--- src/rtl/m_carry_scheduler.sv ---
`default_nettype none
// ============================================================================
// Module      : m_carry_scheduler
// Description : Sequences one stream pass through an OR-with-carry stage.
//               Each RUN cycle samples the stage's OR output and its
//               thermometer carry vector. Carries that the OR output could
//               not represent are banked in a pending counter. They are
//               re-injected into later idle slots, and any remainder is
//               flushed in a DRAIN phase so that no high input is lost.
// Ports       : CLK        clock, rising edge
//               RST_N      synchronous active-low reset
//               START      begin a pass (accepted only in IDLE)
//               LEN        number of stream cycles, captured with START
//               OR_IN      OR output of the controlled stage
//               CARRY_IN   thermometer carry from the controlled stage
//               IN_EN      stage enable, high only in RUN
//               OUT        registered, carry-compensated stream bit
//               OUT_VALID  registered qualifier for OUT
//               BUSY       high in RUN, DRAIN and DONE
//               DONE       one-cycle end-of-pass pulse
//               OVF        sticky pending-counter saturation flag
//               PEND       current pending-carry count
// Revision    : 1.0  initial release
// ============================================================================
module m_carry_scheduler #(
    parameter int N       = 3,
    parameter int N_CARRY = 2,
    parameter int ACC_W   = 4,
    parameter int LEN_W   = 16
) (
    input  logic               CLK,
    input  logic               RST_N,
    input  logic               START,
    input  logic [LEN_W-1:0]   LEN,
    input  logic               OR_IN,
    input  logic [N_CARRY-1:0] CARRY_IN,
    output logic               IN_EN,
    output logic               OUT,
    output logic               OUT_VALID,
    output logic               BUSY,
    output logic               DONE,
    output logic               OVF,
    output logic [ACC_W-1:0]   PEND
);

    localparam logic [1:0] c_S_IDLE  = 2'd0;
    localparam logic [1:0] c_S_RUN   = 2'd1;
    localparam logic [1:0] c_S_DRAIN = 2'd2;
    localparam logic [1:0] c_S_DONE  = 2'd3;

    // Wide enough for the unsaturated pend + carry sum, so that an
    // overflow can be detected before clamping.
    localparam int SUM_W = ACC_W + $clog2(N + N_CARRY + 1) + 1;
    localparam logic [ACC_W-1:0] c_PEND_MAX = '1;

    logic [1:0]       r_state_q, w_state_d;
    logic [LEN_W-1:0] r_cnt_q,   w_cnt_d;
    logic [ACC_W-1:0] r_pend_q,  w_pend_d;
    logic             r_ovf_q,   w_ovf_d;
    logic             r_out_q,   w_out_d;
    logic             r_valid_q, w_valid_d;

    logic [SUM_W-1:0] w_c;
    logic [SUM_W-1:0] w_true;
    logic             w_dec;
    logic             w_sat;

    // Carry popcount. The thermometer form is deliberately not enforced:
    // every set bit counts as one extra high input.
    always_comb begin
        w_c = '0;
        for (int k = 0; k < N_CARRY; k++) begin
            w_c = w_c + SUM_W'(CARRY_IN[k]);
        end
    end

    // Re-inject one banked carry whenever the stage's own OR output is low.
    assign w_dec  = !OR_IN && (r_pend_q != '0);
    assign w_true = SUM_W'(r_pend_q) + w_c - SUM_W'(w_dec);
    assign w_sat  = (w_true > SUM_W'(c_PEND_MAX));

    always_comb begin
        w_state_d = r_state_q;
        w_cnt_d   = r_cnt_q;
        w_pend_d  = r_pend_q;
        w_ovf_d   = r_ovf_q;
        w_out_d   = 1'b0;
        w_valid_d = 1'b0;
        case (r_state_q)
            c_S_IDLE: begin
                if (START) begin
                    w_cnt_d   = LEN;
                    w_pend_d  = '0;
                    w_ovf_d   = 1'b0;
                    w_state_d = (LEN != '0) ? c_S_RUN : c_S_DONE;
                end
            end
            c_S_RUN: begin
                w_out_d   = OR_IN | (r_pend_q != '0);
                w_valid_d = 1'b1;
                w_pend_d  = w_sat ? c_PEND_MAX : w_true[ACC_W-1:0];
                w_ovf_d   = r_ovf_q | w_sat;
                w_cnt_d   = r_cnt_q - LEN_W'(1);
                if (r_cnt_q == LEN_W'(1)) begin
                    w_state_d = (w_pend_d != '0) ? c_S_DRAIN : c_S_DONE;
                end
            end
            c_S_DRAIN: begin
                w_out_d   = 1'b1;
                w_valid_d = 1'b1;
                w_pend_d  = r_pend_q - ACC_W'(1);
                // <= 1 rather than == 1 so a zero count can never wrap.
                if (r_pend_q <= ACC_W'(1)) begin
                    w_pend_d  = '0;
                    w_state_d = c_S_DONE;
                end
            end
            c_S_DONE: begin
                w_state_d = c_S_IDLE;
            end
            default: begin
                w_state_d = c_S_IDLE;
            end
        endcase
    end

    always_ff @(posedge CLK) begin
        if (!RST_N) begin
            r_state_q <= c_S_IDLE;
            r_cnt_q   <= '0;
            r_pend_q  <= '0;
            r_ovf_q   <= 1'b0;
            r_out_q   <= 1'b0;
            r_valid_q <= 1'b0;
        end else begin
            r_state_q <= w_state_d;
            r_cnt_q   <= w_cnt_d;
            r_pend_q  <= w_pend_d;
            r_ovf_q   <= w_ovf_d;
            r_out_q   <= w_out_d;
            r_valid_q <= w_valid_d;
        end
    end

    assign IN_EN     = (r_state_q == c_S_RUN);
    assign BUSY      = (r_state_q != c_S_IDLE);
    assign DONE      = (r_state_q == c_S_DONE);
    assign OUT       = r_out_q;
    assign OUT_VALID = r_valid_q;
    assign OVF       = r_ovf_q;
    assign PEND      = r_pend_q;

endmodule
`default_nettype wire

--- config.mk ---
export PLATFORM = sky130hd
export DESIGN_NAME = m_carry_scheduler
export DESIGN_NICKNAME = d
export VERILOG_FILES = /design/src/rtl/m_carry_scheduler.sv
export SDC_FILE = /design/constraint.sdc
export NUM_CORES = 1
export LEC_CHECK = 0
export CAP_MARGIN = 20
export CELL_PAD_IN_SITES_DETAIL_PLACEMENT = 1
export CELL_PAD_IN_SITES_GLOBAL_PLACEMENT = 2
export CORE_MARGIN = 2
export CORE_UTILIZATION = 31
export CTS_BUF_LIST = sky130_fd_sc_hd__clkbuf_4 sky130_fd_sc_hd__clkbuf_8 sky130_fd_sc_hd__clkbuf_16
export CTS_CLUSTER_DIAMETER = 100
export DETAILED_ROUTE_END_ITERATION = 10
export PLACE_DENSITY = 0.79
export RECOVER_POWER = 100
export SKIP_CTS_REPAIR_TIMING = 1
export SLEW_MARGIN = 20
export SYNTH_ARGS = -nofsm -noshare
export SYNTH_HDL_FRONTEND = slang
export SYNTH_SLANG_ARGS = --single-unit
--- constraint.sdc ---
create_clock -name CLK -period 4.1 [get_ports CLK]
set_input_delay 1.23 -clock CLK [delete_from_list [all_inputs] [get_ports CLK]]
set_output_delay 1.23 -clock CLK [all_outputs]
set_load 0.03 [all_outputs]
==> results.toml <==
[drt]
vias = 1907
routedWlPerCell_um = 16.1
viasPerCell = 5.50
routed_wl_um = 5590
drt_iter0_drc = 77
drc_errors = 0
first_pass_iters = 6
ant_nets = 0

[critical_path]
crit_path_max_incr_delay_ns = 0.47
crit_family = "adder cells"
crit_buf_inv = 2
cp.arrival_ns = 3.85
critPathMaxFanout = 4
crit_slowest_cell = "clkdlybuf4s50_1"
path_cells = "clkdlybuf4s50_1 > a21oi_1 > ha_1 > fa_1 > fa_1 > o21bai_1 > a211oi_1 > a211oi_1 > clkbuf_1 > nor2_1 > o221a_1"
critPathLaunchType = "input pin"
cp.required_ns = 4.27
critPathCaptureType = "register"
critPathKind = "in2reg"

[place]
dp_hpwl_um = 4320
place_congestion = 0.756
io_buffers = 31
placed_cell_area_um2 = 2330

[timing]
grt_setup_unrepaired = "false"
finalMaxSlewViolations = 17
setup_viol = 0
clock_skew_ns = 0.00228
hold_slack_ns = 0.495
setup-tns-final_ns = 0
worst_slew_pin_slew_ns = 1.98
relSlewSlack_pct = -33.3
min_period_ns = 3.68
timing.fmax_mhz = 272
finalHoldViolations = 0
finalCritPeriodShare_pct = 89.7

[synth]
ys_seq_elements = 25
synth_edf_count = 0
yosys.cell_types.count = 57
synth_fp_nets = 284
syn_area_um2 = 1930
yosysWarnings = 0
ys_seq_area_share_pct = 26.0
avgSynthCellArea_um2 = 7.97
synth_ff_type = "dfxtp_1"
synthCells = 242
ys_async_sr_fraction_pct = 0

[power_and_ir_drop]
power_frac_comb_pct = 58.4
powerDensity_nw_per_um2 = 539
seqPwrFrac_pct = 29.2
power.switching_mw = 0.603
swShare_pct = 47.3
p_int_mw = 0.672
ir_worst_vdd_v = 0.000256
clock_power_share_pct = 12.3
leakagePower_nw = 0.893

[floorplanning]
io_pins = 32
start_util_pct = 32.4
core_area_um2 = 5960
num_rows = 28
die_x_um = 82.9
die_y_um = 82.9
die_area_um2 = 6870

[outcome]
violations = "max-capacitance violations, max-slew violations"
status = "complete, but fails checks"

[global_routing]
grt_util_all_layers_pct = 16.5
grt_pass1_wl_um = 9430
antenna_found_initial = 0
grt_pass1_vias = 1922
grt_start_max_net_pins = 33
overflow = 0

[clock_network]
htree_levels = 1
path_clk_slew_ns = 0.09
numClockSinks = 25
cts_buffer_depth = 2
clock_latency_ns = 0.27
tritoncts = "done"
clock-root-buffer = "clkbuf_8"
numCtsBuffers = 3

[layout]
nNetsFinal = 315
multi_input_area_um2 = 1310
area_growth_pct = 22.8
layout_commonest_cell = "dfxtp_1"
seqCellArea_um2 = 500
drive_gt1_share_pct = 6.62
fillCellCount = 747
finalInstanceArea_um2 = 2370
diodes = 0
final_cell_mix = "dfxtp_1 (25), nor2_1 (21), clkdlybuf4s50_1 (20)"

[run]
maxCapViolations = 1

[hold_path]
hp-class = "reg2reg"
==> cells in the mapped netlist (3+ instances only) <==
| cell | count | area [um^2] |
|---|---|---|
| a211oi_1 | 6 | 45.0 |
| nand2b_1 | 3 | 18.8 |
| nor2_1 | 21 | 78.8 |
| o21ai_0 | 12 | 60.1 |
| nor2b_1 | 3 | 18.8 |
| nand4_1 | 3 | 18.8 |
| o22ai_1 | 7 | 43.8 |
| inv_1 | 17 | 63.8 |
| nor4_1 | 8 | 50.1 |
| mux2i_1 | 3 | 30.0 |
| a21o_1 | 3 | 22.5 |
| a31oi_1 | 5 | 31.3 |
| dfxtp_1 | 25 | 500 |
| nand2_1 | 15 | 56.3 |
| o21ai_1 | 4 | 20.0 |
| and3_1 | 4 | 25.0 |
| nor3_1 | 9 | 45.0 |
| nand3_1 | 3 | 15.0 |
| a21oi_1 | 19 | 95.1 |
| ha_1 | 18 | 225 |
| clkbuf_1 | 9 | 33.8 |
==> tightest hold or removal path, delay by kind of cell, from the launching register on <==
kind / cells / cell delay, ns
AND/OR/NAND/NOR: 1 / 0.05
AO/OA/AOI/OAI: 1 / 0.07
flip-flops: 1 / 0.33
==> through the flow <==
step                      utilization, %  setup slack [ns]  instances  power [mW]
after floorplan                        -             0.741        242       0.921
after global placement              39.0             0.193        342        1.13
after detailed placement            39.2             0.150        343        1.14
after CTS                           40.0             0.441        347        1.30
after global routing                39.8             0.186        347        1.39
final                               39.8             0.421        347        1.28
==> cells by family after synthesis <==
kind of cell	Yosys count	synth area share (%)
flops	25	26.0
compound gates	79	27.1
xor+xnor	1	0.454
buf+inv	28	5.52
fa+ha+maj	20	13.8
simple gates	84	24.3
mux	5	2.92
==> metal layers <==
layer	GRT usage (%)	vias up	wire length, um
met5	0	-	0
met4	4.02	0	61
met3	2.19	4	137
met2	28.2	29	2680
met1	21.9	912	2710
li1	-	962	-
==> power by group through the flow <==
stage                     Combinational, mW  Sequential (mW)  Clock, mW
after floorplan                       0.550            0.371          0
after global placement                0.748            0.379          0
after detailed placement              0.762            0.379          0
after CTS                             0.764            0.373      0.166
after global routing                  0.827            0.382      0.175
final                                 0.745            0.373      0.157
==> state kept, by name, indices dropped and copies added (netlist names) <==
register,count
r_cnt_q,16
OVF,1
r_state_q,2
PEND,4
OUT,1
OUT_VALID,1
==> path summary, 6_finish.rpt <==
check / start / to / slack, ns / cells after the start
worst min register to register: r_cnt_q[12] / r_cnt_q[12] / 0.49 / 2
worst max register to register: PEND[2] / OVF / 0.86 / 12
worst max-delay path: OR_IN / OVF / 0.42 / 11
worst min-delay path: r_cnt_q[12] / r_cnt_q[12] / 0.49 / 2
==> cell type report <==
type / count / share of cell area [%]
clock buffers: 4 / 2.06
inverters: 18 / 2.85
multi-input cells: 189 / 55.5
flip-flops and latches: 25 / 21.1
well taps: 75 / 3.96
repair buffers: 36 / 14.5
No activity file was read; power rests on OpenSTA's default activity.
